$ cat config.mk
export PLATFORM = sky130hd
export DESIGN_NAME = register_file_v2_flat
export DESIGN_NICKNAME = d
export VERILOG_FILES = /design/src/rtl/register_file_v2_if.sv /design/src/rtl/register_file_v2.sv /design/src/flat_wrapper.sv
export SDC_FILE = /design/constraint.sdc
export NUM_CORES = 1
export LEC_CHECK = 0
export CORE_MARGIN = 2
export CORE_UTILIZATION = 30
export CTS_CLUSTER_DIAMETER = 120
export DETAILED_ROUTE_END_ITERATION = 16
export GPL_ROUTABILITY_DRIVEN = 0
export HOLD_SLACK_MARGIN = 0.15
export SYNTH_ARGS = -nofsm -noshare
export SYNTH_HDL_FRONTEND = slang
export SYNTH_SLANG_ARGS = --single-unit
$ cat constraint.sdc
create_clock -name CLK -period 1.63 [get_ports CLK]
set_clock_uncertainty 0.2 [all_clocks]
set_input_delay 0.163 -clock CLK [delete_from_list [all_inputs] [get_ports CLK]]
set_output_delay 0.163 -clock CLK [all_outputs]
set_load 0.02 [all_outputs]
$ cat src/rtl/register_file_v2_if.sv
// Register file access bus: one write port and two asynchronous read ports.
//   Write      write enable, sampled at the rising clock edge
//   WriteAddr  destination register index
//   DataIn     write data
//   ReadAddrA  read port A register index
//   ReadAddrB  read port B register index
//   ReadDataA  contents of register[ReadAddrA]
//   ReadDataB  contents of register[ReadAddrB]
// master: datapath side (drives addresses/data, receives read data)
// slave : register file side
interface register_file_v2_if #(
  parameter int DATA_WIDTH = 16,
  parameter int ADDR_WIDTH = 4
);
  logic                  Write;
  logic [ADDR_WIDTH-1:0] WriteAddr;
  logic [DATA_WIDTH-1:0] DataIn;
  logic [ADDR_WIDTH-1:0] ReadAddrA;
  logic [ADDR_WIDTH-1:0] ReadAddrB;
  logic [DATA_WIDTH-1:0] ReadDataA;
  logic [DATA_WIDTH-1:0] ReadDataB;

  modport master (
    output Write, WriteAddr, DataIn, ReadAddrA, ReadAddrB,
    input  ReadDataA, ReadDataB
  );

  modport slave (
    input  Write, WriteAddr, DataIn, ReadAddrA, ReadAddrB,
    output ReadDataA, ReadDataB
  );
endinterface

$ cat src/rtl/register_file_v2.sv
// General-purpose register file for the accumulator datapath.
// 2**ADDR_WIDTH registers of DATA_WIDTH bits, one synchronous write port and
// two independent combinational read ports.
// Ports:
//   CLK    system clock, state changes on the rising edge
//   Reset  synchronous active-high reset, clears every register, beats Write
//   bus    register_file_v2_if.slave (write port + read ports A/B)
// Build option:
//   REGFILE_WRITE_BYPASS_EN  when defined, a read port addressing the register
//   being written returns DataIn in the same cycle; otherwise it returns the
//   stored (old) value until the edge.
module register_file_v2 #(
  parameter int DATA_WIDTH = 16,
  parameter int ADDR_WIDTH = 4
) (
  input logic                   CLK,
  input logic                   Reset,
  register_file_v2_if.slave     bus
);

  localparam int NUM_REGS = 2 ** ADDR_WIDTH;

  logic [DATA_WIDTH-1:0] regs [NUM_REGS];

  always_ff @(posedge CLK) begin
    if (Reset) begin
      regs <= '{default: '0};
    end else if (bus.Write) begin
      regs[bus.WriteAddr] <= bus.DataIn;
    end
  end

`ifdef REGFILE_WRITE_BYPASS_EN
  logic fwd_a;
  logic fwd_b;

  always_comb begin
    fwd_a = bus.Write && !Reset && (bus.WriteAddr == bus.ReadAddrA);
    fwd_b = bus.Write && !Reset && (bus.WriteAddr == bus.ReadAddrB);
    bus.ReadDataA = fwd_a ? bus.DataIn : regs[bus.ReadAddrA];
    bus.ReadDataB = fwd_b ? bus.DataIn : regs[bus.ReadAddrB];
  end
`else
  always_comb begin
    bus.ReadDataA = regs[bus.ReadAddrA];
    bus.ReadDataB = regs[bus.ReadAddrB];
  end
`endif

endmodule

$ cat src/flat_wrapper.sv
// flat-port wrapper written by rule: the top's interface ports become plain ports
module register_file_v2_flat 
#(
  parameter int DATA_WIDTH = 16,
  parameter int ADDR_WIDTH = 4
)
  (CLK, Reset, bus_Write, bus_WriteAddr, bus_DataIn, bus_ReadAddrA, bus_ReadAddrB, bus_ReadDataA, bus_ReadDataB);
  register_file_v2_if #(.DATA_WIDTH(DATA_WIDTH), .ADDR_WIDTH(ADDR_WIDTH)) bus_i ();
  input logic CLK;
  input logic Reset;
  input wire logic [$bits(bus_i.Write)-1:0] bus_Write;
  input wire logic [$bits(bus_i.WriteAddr)-1:0] bus_WriteAddr;
  input wire logic [$bits(bus_i.DataIn)-1:0] bus_DataIn;
  input wire logic [$bits(bus_i.ReadAddrA)-1:0] bus_ReadAddrA;
  input wire logic [$bits(bus_i.ReadAddrB)-1:0] bus_ReadAddrB;
  output wire logic [$bits(bus_i.ReadDataA)-1:0] bus_ReadDataA;
  output wire logic [$bits(bus_i.ReadDataB)-1:0] bus_ReadDataB;
  assign bus_i.Write = bus_Write;
  assign bus_i.WriteAddr = bus_WriteAddr;
  assign bus_i.DataIn = bus_DataIn;
  assign bus_i.ReadAddrA = bus_ReadAddrA;
  assign bus_i.ReadAddrB = bus_ReadAddrB;
  assign bus_ReadDataA = bus_i.ReadDataA;
  assign bus_ReadDataB = bus_i.ReadDataB;
  register_file_v2 #(.DATA_WIDTH(DATA_WIDTH), .ADDR_WIDTH(ADDR_WIDTH)) u_core (.CLK(CLK), .Reset(Reset), .bus(bus_i));
endmodule
Word level (Yosys, flattened, before mapping)
Index checks and enable logic that the tools add are counted.
Storage, ports and cells
  register bits: 256
  logic and storage cells: 33
Operators by class
  $lt $le $gt $ge: 4
  muxes and demuxes: 9
  bitwise gates (word level): 3
  reductions and logical operators: 1
Operators by type and width (count)
  bitwise mux 256 bit: 1
  binary-select mux 16 bit (select 4 bit): 2
  two-way mux 16 bit: 5
  demux 16 bit (select 4 bit): 1
  >= comparator 5 bit (second input constant): 3
  inverter 4 -> 5 bit: 3
  < comparator 5 x 1 -> 1 bit (second input constant): 1
  logical AND 1 bit: 1

Logic depth before layout (Yosys ltp)
Gate-level depths: netlist of the first run.
  depth after elaboration: 6
  depth in mapped cells: 6
  depth with buffers taken out: 3

Worst setup path before layout of the first run
Ideal clock, no wire load.
  kind: input-to-output
  from: input bus_ReadAddrA[0]
  to: output bus_ReadDataA[9]
  data arrival time: 1.345 ns
  required time: 1.267 ns
  slack: -0.078 ns
  cell stages on the path: 5
  buffers on the path: 2
  cell sequence: buf_6 > buf_6 > mux4_1 > a22oi_1 > nand2_1
Between the ends
  longest elaborated chain between the ends: 4
RTL lines
  from (decl): RTL line flat_wrapper.sv:14  | input wire logic [$bits(bus_i.ReadAddrA)-1:0] bus_ReadAddrA;
  inverter 4 -> 5 bit (not written as such): RTL line register_file_v2.sv:45  | bus.ReadDataA = regs[bus.ReadAddrA];
  binary-select mux 16 bit (select 4 bit): RTL line register_file_v2.sv:45
  two-way mux 16 bit (not written as such) (2 in series): RTL line register_file_v2.sv:45
  to (decl): RTL line flat_wrapper.sv:16  | output wire logic [$bits(bus_i.ReadDataA)-1:0] bus_ReadDataA;
Every way passes these cells. The select of a mux whose other input is x is not followed.

Worst setup path in the final report of the first run
  from: register u_core.regs[119] (netlist bit)
  to: output bus_ReadDataB[7]
Between the ends
  longest elaborated chain between the ends: 3
RTL lines
  from (decl): RTL line register_file_v2.sv:23  | logic [DATA_WIDTH-1:0] regs [NUM_REGS];
  from (signal, indexed assignment): RTL line register_file_v2.sv:29  | regs[bus.WriteAddr] <= bus.DataIn;
  binary-select mux 16 bit (select 4 bit): RTL line register_file_v2.sv:46  | bus.ReadDataB = regs[bus.ReadAddrB];
  two-way mux 16 bit (not written as such) (2 in series): RTL line register_file_v2.sv:46
  to (decl): RTL line flat_wrapper.sv:17  | output wire logic [$bits(bus_i.ReadDataB)-1:0] bus_ReadDataB;
Every way passes these cells. The select of a mux whose other input is x is not followed.

==> run metrics, run 1 <==
data arrival time of the critical path between 1.5 and 2 ns; Buffers on Ports 62; Top-Level Pins 63; Fin Hold WS 0.169 ns; maximum clock frequency about 430 MHz; number of global-route vias before repair 12600; antenna violations before repair 0; crit path capture type output pin; total of endpoints with negative setup slack in the final report 32; top cell type's share of synthesized area 37.5%; Post-synth top flop dfxtp_1; failing checks setup timing; post-synthesis cell type with the largest combined area dfxtp_1; logic gate share of total power a little over an eighth; setup repair after global routing missed its margin true; fin crit period 2.31 ns; remaining max-slew budget at the tightest pin about three quarters; required time at the endpoint of the critical path 1.27 ns; total net switching power 0.00388 W; total area of multi-input combinational cells 0.00792 mm^2; share of post-route cells with drive strength above 1 32.4%; leakage power of the design 5.56 nW; antenna diode count 0; top post-synthesis cells by count 257 x nand3_1, 256 x a21oi_1, 256 x dfxtp_1, 256 x o21ai_0, 128 x clkbuf_1; Final #Nets 1539; PnR worst setup slack -0.681 ns; WS Path Type reg2out; GRT Residual Overflow 0; Max clock buf depth 3; Final Power 0.0148 W; clock latency on the worst-skew pair 0.55 ns; Max VDD drop 0.668 mV; Post-Synthesis Net Count 1517; number of distinct library cell variants in the gate-level netlist after synthesis 25; clock tree from TritonCTS yes; clock-pin slew on the worst setup and hold paths roughly 0.060 ns; Inst Count DP 2077; DRC 0; largest net degree at the start of global routing 65; reg-to-reg slack, setup 0.70 ns; category of the worst setup path launch point register; fin crit share 142%; sw frac 26.3%; number of violations of the max-capacitance limit 0; CTS Root Cell clkbuf_16; Clock Sink Count 256; TNS Setup -17.31 ns; post-route non-filler standard cell count roughly 2100; proportion of register bits with asynchronous set or reset after synthesis 0%; final hold violations 0; first-pass GRT wire length 76500 um; syn avg cell area slightly above 9 um^2; length of the first detailed-routing pass in iterations 6; total power per unit cell area 850 mW/mm^2; HPWL after DPL 30200 um; area occupied by registers 0.00517 mm^2; number of synthesized flops with an enable pin 0; sequential cell fraction of total power a little over two fifths; Hold Path Class in2reg; internal power consumption 0.0109 W; post-route ant nets 0; final slew viol count 0; CTS H-tree lvls 1; synthesis-to-layout area growth 27.1%; Via Count around 13000; FF+latch count, synth 256; Syn Inst Count 1486; routed wirelength normalized by instance count between 20 and 25 um; core region area roughly 0.045 mm^2; number of fill cells in the layout 4388; Die H 217 um; cell with the most instances after synthesis nand3_1; die area 0.0473 mm^2; largest registers u_core.regs (256); starting utilization of the core area 30.3%; slew at the pin closest to its max-slew limit roughly 0.39 ns; Row Count slightly below 80; count of synthesis-stage warnings from yosys 0; share of synthesized area occupied by flip-flops and latches roughly 37%; number of clock buffers inserted by TritonCTS 28; via-per-instance ratio 6.09; first-iteration detailed-routing DRC count 1319; Mapped Area 0.0137 mm^2; register with the highest flop count u_core.regs; Largest register FFs about 260; clock share of power 43.1%; total wire length after detailed routing 49700 um; total global routing track utilization 20.6%; width of the die roughly 220 um; Max Fanout on Critical Path 2; cell types occupying the most area after synthesis dfxtp_1 37%, mux4_2 17%, nand3_1 9.4%; utilization of the core after routing 38.4%; result of the run finished, violations left
==> power groups by stage <==
stage	Combinational (W)	Sequential (W)	Clock, W
global route	0.00209	0.00640	0.00668
CTS	0.00197	0.00639	0.00643
detailed placement	0.00192	0.00653	0
global placement	0.00190	0.00652	0
floorplan	0.00101	0.00651	0
finish	0.00200	0.00640	0.00637
==> final timing paths <==
check | startpoint | to | cells after the start
max | u_core.regs[119] | bus_ReadDataB[7] | 6
min | bus_DataIn[2] | u_core.regs[66] | 4
max reg2reg | u_core.regs[215] | u_core.regs[215] | 3
min reg2reg | u_core.regs[212] | u_core.regs[212] | 2
==> metrics by stage <==
stage | setup WS (ns) | instance area (um^2)
final | -0.681 | 17400
after global routing | -0.743 | 17400
after floorplan | -0.0247 | 13800
after CTS | -0.741 | 17300
after global placement | -0.900 | 16100
after detailed placement | -0.873 | 16100
==> routing by layer <==
metal  GRT usage [%]  wire [um]  vias up
li1                -          -     5627
met1            28.1      20700     6552
met2            33.8      23700      692
met3            3.31       4290       82
met4            5.78       1060        0
met5               0          0        -
==> cell families after synthesis <==
logic type	Yosys count	synth area share, %
compound gates	576	22.3
simple gates	312	11.4
flops	256	37.5
buf+inv	214	7.08
mux	128	21.8
==> layout by cell type, fill, tap and decap left out, types with 4 or more instances in the layout <==
cell type        netlist  routed
nand3_1              257     256
o21ai_0              256     256
a21oi_1              256     256
dfxtp_1              256     218
mux4_2               102     128
buf_4                  6      74
buf_12                 0      69
a22oi_2                0      60
dfxtp_2                0      38
buf_6                  8      34
nand2_2                0      29
clkbuf_16              0      29
clkdlybuf4s50_1        0      25
clkbuf_1             128       9
clkbuf_8               0       8
nor2b_2                0       4
a22oi_1               64       4
==> critical path, cell delays in order (launching register included) <==
cell and delay (ns):
dfxtp_2 0.32, buf_6 0.11, mux4_2 0.46, a22oi_2 0.16
buf_4 0.16, nand2_4 0.06, buf_6 0.14
==> layout make-up <==
| class | count | area share, % |
|---|---|---|
| multi-input combinational | 1016 | 45.6 |
| sequential | 256 | 29.8 |
| timing repair buffer | 206 | 15.1 |
| clock buffer | 46 | 5.01 |
| tap | 600 | 4.32 |
| clock inverter | 2 | 0.202 |
==> what timing repair did <==
| action | 4_1_cts | 5_1_grt |
|---|---|---|
| hold buffers | 1 | 0 |
| setup buffers | 0 | 0 |
| setup endpoints to repair | 32 | 32 |
| endpoints found under the hold margin | 256 | 0 |
| resized for setup | 277 | 26 |
| pin swaps | 55 | 16 |
Power figures use the tool's default switching activity.
==> run 2: changes to the inputs <==
--- a/config.mk
+++ b/config.mk
@@ -14,3 +14,4 @@
 export SYNTH_ARGS = -nofsm -noshare
 export SYNTH_HDL_FRONTEND = slang
 export SYNTH_SLANG_ARGS = --single-unit
+export TNS_END_PERCENT = 1
==> run metrics, run 2 (synthesis gave the netlist of run 1 again) <==
data arrival time of the critical path 1.95 ns (about the same); dominant delay contributor by cell family on the critical path multiplexers (unchanged); remaining max-slew budget at the tightest pin 75.8% (was 73.7%); number of violations of the max-capacitance limit 0 (unchanged); CTS H-tree lvls 1 (unchanged); synthesis-to-layout area growth 27.3% (was 27.1%); total wire length after detailed routing 51400 um (was 49700 um); total of endpoints with negative setup slack in the final report 32 (unchanged); cell depth of the worst hold path 4 (unchanged); length of the first detailed-routing pass in iterations 7 (was 6); hold_sp bus_DataIn[10] (was bus_DataIn[2]); internal power consumption 0.0114 W (was 0.0109 W); antenna violations before repair 1 (was 0); core region area 0.0452 mm^2 (unchanged); antenna diode count 0 (unchanged); Row Count 78 (unchanged); Final #Nets 1547 (was 1539); maximum clock frequency 432 MHz (was 433 MHz); number of clock buffers inserted by TritonCTS 28 (unchanged); largest net degree at the start of global routing 65 (unchanged); sequential cell fraction of total power 41.6% (was 43.3%); first-iteration detailed-routing DRC count 1549 (was 1319); total global routing track utilization 21.4% (was 20.6%); reg-to-reg endpoint u_core.regs[108] (was u_core.regs[215]); reg-to-reg critical path startpoint u_core.regs[108] (was u_core.regs[215]); via-per-instance ratio 6.18 (was 6.09); Max clock buf depth 3 (unchanged); Buffers on Ports 62 (unchanged); number of fill cells in the layout 4393 (was 4388); leakage power of the design 5.71 nW (was 5.56 nW); DRC 0 (unchanged); critical path, cell by cell buf_6 > mux4_2 > a22oi_2 > nand2_2 > buf_6 (was buf_6 > mux4_2 > a22oi_2 > buf_4 > nand2_4 > buf_6); PnR worst setup slack -0.683 ns (was -0.681 ns); category of the worst setup path launch point register (unchanged); width of the die 217 um (unchanged); starting utilization of the core area 30.3% (unchanged); logic gate share of total power 13.1% (was 13.6%); max incr delay on CP 0.50 ns (was 0.46 ns); reg-to-reg slack, setup 0.69 ns (was 0.70 ns); Hold Path Class in2reg (unchanged); share of post-route cells with drive strength above 1 30.6% (was 32.4%); routed wirelength normalized by instance count 24.1 um (was 23.4 um); Max VDD drop 0.787 mV (was 0.668 mV); sw frac 25.8% (was 26.3%); CTS Root Cell clkbuf_16 (unchanged); hold worst-path end u_core.regs[218] (was u_core.regs[66]); Most common cell on crit path buf_6 (unchanged); cell with the largest stage delay on the worst path mux4_2 (unchanged); clock-pin slew on the worst setup and hold paths 0.06 ns (about the same); failing checks setup timing (unchanged); clock share of power 45.3% (was 43.1%); GRT Residual Overflow 0 (unchanged); final slew viol count 0 (unchanged); Clock Sink Count 256 (unchanged); TNS Setup -18.76 ns (was -17.31 ns); clock tree from TritonCTS yes (unchanged); slew at the pin closest to its max-slew limit 0.363 ns (was 0.394 ns); die area 0.0473 mm^2 (unchanged); Largest register FFs 256 (unchanged); clock latency on the worst-skew pair 0.55 ns (about the same); result of the run finished, violations left (unchanged); fin crit share 142% (about the same); total net switching power 0.00396 W (was 0.00388 W); register with the highest flop count u_core.regs (unchanged); first-pass GRT wire length 79200 um (was 76500 um); Top-Level Pins 63 (unchanged); number of global-route vias before repair 12900 (was 12600); total power per unit cell area 884 mW/mm^2 (was 850 mW/mm^2); CP Buf/Inv Count 2 (was 3); utilization of the core after routing 38.5% (was 38.4%); Die H 217 um (unchanged); Via Count 13200 (was 13000); required time at the endpoint of the critical path 1.27 ns (about the same); largest registers u_core.regs (256) (unchanged); setup repair after global routing missed its margin true (unchanged); HPWL after DPL 30800 um (was 30200 um); final hold violations 0 (unchanged); fin crit period 2.31 ns (about the same); Max Fanout on Critical Path 2 (unchanged); crit path capture type output pin (unchanged); most frequent cells in the layout 256 x nand3_1, 256 x a21oi_1, 255 x o21ai_0 (was 256 x nand3_1, 256 x o21ai_0, 256 x a21oi_1); post-route ant nets 0 (unchanged); depth of the most critical reg-to-reg path 3 (unchanged); WS Path Type reg2out (unchanged)
[run 2: cell count changes in the layout (fill, tap and decap cells not counted), sizes merged]
| cell | previous run | this run |
|---|---|---|
| buf | 180 | 187 |
| clkbuf | 46 | 39 |
| bufinv | 1 | 5 |
| clkinv | 1 | 4 |
| clkdlybuf4s15 | 0 | 1 |
| inv | 0 | 1 |
[run 2: routing by layer]
metal	track usage [%]	wire length, um
met1	27.5	20500
met2	36.3	25000
met3	2.86	3980
met4	8.90	1900
met5	0	13
[run 2: power by group through the flow]
| stage | Combinational (W) | Clock [W] | Sequential, W |
|---|---|---|---|
| floorplan | 0.00101 | 0 | 0.00651 |
| global placement | 0.00192 | 0 | 0.00652 |
| detailed placement | 0.00193 | 0 | 0.00653 |
| CTS | 0.00197 | 0.00703 | 0.00639 |
| global route | 0.00209 | 0.00730 | 0.00640 |
| finish | 0.00201 | 0.00697 | 0.00640 |
[run 2: timing repair]
item	4_1_cts	5_1_grt
pin swaps	24	12
resized for setup	217	24
hold buffers	1	0
hold endpoints to repair	256	0
setup endpoints to repair	32	33
buffers inserted	0	2
[run 2: stage by stage]
step	instance area (um^2)	power [W]	hold WS, ns	instances	worst slack (ns)
after global routing	17400	0.0158	0.197	2135	-0.732
after floorplan	13800	0.00751	0.257	1486	-0.0247
final	17400	0.0154	0.182	2135	-0.683
after global placement	16200	0.00844	0.266	2083	-0.879
after CTS	17300	0.0154	0.167	2133	-0.752
after detailed placement	16200	0.00846	0.276	2083	-0.885
[run 2: worst max-delay path by stage]
stage	startpoint	endpoint	cells after the start	slack [ns]
global route	u_core.regs[204]	bus_ReadDataA[12]	5	-0.73
global placement	bus_ReadAddrB[0]	bus_ReadDataB[8]	7	-0.88
finish	u_core.regs[204]	bus_ReadDataA[12]	5	-0.68
detailed placement	bus_ReadAddrB[0]	bus_ReadDataB[9]	7	-0.88
CTS	u_core.regs[236]	bus_ReadDataA[12]	5	-0.75
floorplan	bus_ReadAddrA[0]	bus_ReadDataA[4]	5	-0.02
[run 2: worst register-to-register path, cell delays in order, from the launching register on]
cell     delay [ns]
dfxtp_1        0.34
buf_4          0.11
o21ai_0        0.06
a21oi_1        0.15
[run 2: cell type report]
cell class,count,area (um^2),share of cell area [%]
Clock buffer,39,823,4.73
Clock inverter,10,179,1.03
Timing Repair Buffer,214,2580,14.8
Multi-Input combinational cell,1016,7930,45.6
Sequential cell,256,5140,29.5
Tap cell,600,751,4.31
==> run 3: changes to the inputs <==
--- a/config.mk
+++ b/config.mk
@@ -8,9 +8,11 @@
 export CORE_MARGIN = 2
 export CORE_UTILIZATION = 30
 export CTS_CLUSTER_DIAMETER = 120
+export CTS_CLUSTER_SIZE = 14
 export DETAILED_ROUTE_END_ITERATION = 16
 export GPL_ROUTABILITY_DRIVEN = 0
 export HOLD_SLACK_MARGIN = 0.15
+export RECOVER_POWER = 25
 export SYNTH_ARGS = -nofsm -noshare
 export SYNTH_HDL_FRONTEND = slang
 export SYNTH_SLANG_ARGS = --single-unit
==> run metrics, run 3 (synthesis gave the netlist of run 1 again) <==
result of the run finished, violations left (unchanged); failing checks setup timing (unchanged); critical path, cell by cell mux4_1 > a22oi_2 > nand2_2 > clkdlybuf4s15_2 (was buf_6 > mux4_2 > a22oi_2 > nand2_2 > buf_6); antenna diode count 0 (unchanged); setup repair after global routing missed its margin true (unchanged); largest registers u_core.regs (256) (unchanged); cell depth of the worst hold path 4 (unchanged); Max clock buf depth 3 (unchanged); total of endpoints with negative setup slack in the final report 192 (was 32); GRT Residual Overflow 0 (unchanged); Via Count 13000 (was 13200); post-route ant nets 0 (unchanged); hold worst-path end u_core.regs[207] (was u_core.regs[218]); Hold Path Class in2reg (unchanged); max incr delay on CP 0.53 ns (was 0.50 ns); Max Fanout on Critical Path 3 (was 2); core region area 0.0452 mm^2 (unchanged); CTS Root Cell clkbuf_16 (unchanged); length of the first detailed-routing pass in iterations 5 (was 7); Fin Hold WS 0.211 ns (was 0.182 ns); WS Path Type reg2out (unchanged); fin crit share 141% (was 142%); hold_sp bus_DataIn[15] (was bus_DataIn[10]); first-pass GRT wire length 78100 um (was 79200 um); register with the highest flop count u_core.regs (unchanged); PnR worst setup slack -0.661 ns (was -0.683 ns); first-iteration detailed-routing DRC count 1524 (was 1549); number of clock buffers inserted by TritonCTS 22 (was 28); internal power consumption 0.00960 W (was 0.0114 W); maximum clock frequency 437 MHz (was 432 MHz); total global routing track utilization 21.2% (was 21.4%); Max VDD drop 0.731 mV (was 0.787 mV); data arrival time of the critical path 1.93 ns (was 1.95 ns); reg-to-reg endpoint u_core.regs[108] (unchanged); width of the die 217 um (unchanged); Largest register FFs 256 (unchanged); leakage power of the design 5.47 nW (was 5.71 nW); slew at the pin closest to its max-slew limit 0.605 ns (was 0.363 ns); total net switching power 0.00366 W (was 0.00396 W); depth of the most critical reg-to-reg path 3 (unchanged); clock-pin slew on the worst setup and hold paths 0.07 ns (was 0.06 ns); antenna violations before repair 1 (unchanged); HPWL after DPL 30800 um (unchanged); starting utilization of the core area 30.3% (unchanged); total power per unit cell area 784 mW/mm^2 (was 884 mW/mm^2); routed wirelength normalized by instance count 24.2 um (was 24.1 um); post-route non-filler standard cell count 2110 (was 2135); synthesis-to-layout area growth 23.7% (was 27.3%); Die H 217 um (unchanged); reg-to-reg slack, setup 0.68 ns (was 0.69 ns); remaining max-slew budget at the tightest pin 59.6% (was 75.8%); final slew viol count 0 (unchanged); Top-Level Pins 63 (unchanged); total wire length after detailed routing 51000 um (was 51400 um); number of fill cells in the layout 4443 (was 4393); share of post-route cells with drive strength above 1 29.5% (was 30.6%); number of global-route vias before repair 12800 (was 12900); Buffers on Ports 62 (unchanged); DRC 0 (unchanged); via-per-instance ratio 6.17 (was 6.18); clock share of power 36.9% (was 45.3%); fin crit period 2.29 ns (was 2.31 ns); number of violations of the max-capacitance limit 0 (unchanged); sw frac 27.6% (was 25.8%); reg-to-reg critical path startpoint u_core.regs[108] (unchanged); Clock Sink Count 256 (unchanged); die area 0.0473 mm^2 (unchanged); final hold violations 0 (unchanged); most frequent cells in the layout 256 x nand3_1, 256 x o21ai_0, 256 x a21oi_1 (was 256 x nand3_1, 256 x a21oi_1, 255 x o21ai_0); Row Count 78 (unchanged); sequential cell fraction of total power 48.2% (was 41.6%); required time at the endpoint of the critical path 1.27 ns (about the same); clock latency on the worst-skew pair 0.52 ns (was 0.55 ns); TNS Setup -25.61 ns (was -18.76 ns); largest net degree at the start of global routing 65 (unchanged); Final #Nets 1541 (was 1547); category of the worst setup path launch point register (unchanged); clock tree from TritonCTS yes (unchanged); crit path capture type output pin (unchanged); cell with the largest stage delay on the worst path mux4_1 (was mux4_2); Inst Count DP 2083 (unchanged); logic gate share of total power 14.9% (was 13.1%); CTS H-tree lvls 1 (unchanged)
-- run 3: worst max path at each step --
stage / to / start
after global placement: bus_ReadDataB[8] / bus_ReadAddrB[0]
after global routing: bus_ReadDataA[12] / u_core.regs[204]
after floorplan: bus_ReadDataA[4] / bus_ReadAddrA[0]
after detailed placement: bus_ReadDataB[9] / bus_ReadAddrB[0]
after CTS: bus_ReadDataA[12] / u_core.regs[204]
final: bus_ReadDataB[7] / u_core.regs[103]
-- run 3: layout make-up --
cell class | instances | area (um^2) | area share, %
clock inverters | 1 | 11.3 | 0.0666
flip-flops and latches | 256 | 5140 | 30.4
multi-input cells | 1016 | 7930 | 46.9
well taps | 600 | 751 | 4.44
clock buffers | 23 | 576 | 3.40
repair buffers | 214 | 2500 | 14.8
-- run 3: worst max-delay path: cells and delay by family, from the launching register on --
family | cells | cell delay, ns
AO/OA/AOI/OAI | 1 | 0.21
buffers and inverters | 1 | 0.26
multiplexers | 1 | 0.53
flip-flops | 1 | 0.33
AND/OR/NAND/NOR | 1 | 0.08
-- run 3: per-stage QoR --
stage          power, W  cell area, um^2  worst slack, ns  util [%]
2_1_floorplan   0.00751            13800          -0.0247         -
5_1_grt          0.0136            16900           -0.705      37.4
3_5_place_dp    0.00846            16200           -0.885      35.8
3_3_place_gp    0.00844            16200           -0.879      35.8
6_report         0.0133            16900           -0.661      37.4
4_1_cts          0.0133            16900           -0.718      37.4
-- run 3: timing repair --
| item | CTS | global route |
|---|---|---|
| setup buffers | 0 | 2 |
| hold buffers | 1 | 0 |
| setup endpoints to repair | 32 | 32 |
| pin swaps | 23 | 12 |
| gates resized for setup | 215 | 27 |
| endpoints found under the hold margin | 256 | 0 |
-- run 3: routing by layer --
| metal | track usage, % | part of all wire, % | up-vias |
|---|---|---|---|
| met3 | 2.43 | 7.5 | 145 |
| met1 | 27.5 | 40 | 6564 |
| met5 | 0 | 0.025 | - |
| met4 | 9.22 | 3.9 | 2 |
| met2 | 35.5 | 49 | 682 |
| li1 | - | - | 5634 |
-- run 3: power groups by stage --
stage / Combinational, W / Sequential, W / Clock, W
floorplan: 0.00101 / 0.00651 / 0
global placement: 0.00192 / 0.00652 / 0
detailed placement: 0.00193 / 0.00653 / 0
CTS: 0.00197 / 0.00639 / 0.00495
global route: 0.00206 / 0.00639 / 0.00516
finish: 0.00198 / 0.00639 / 0.00489
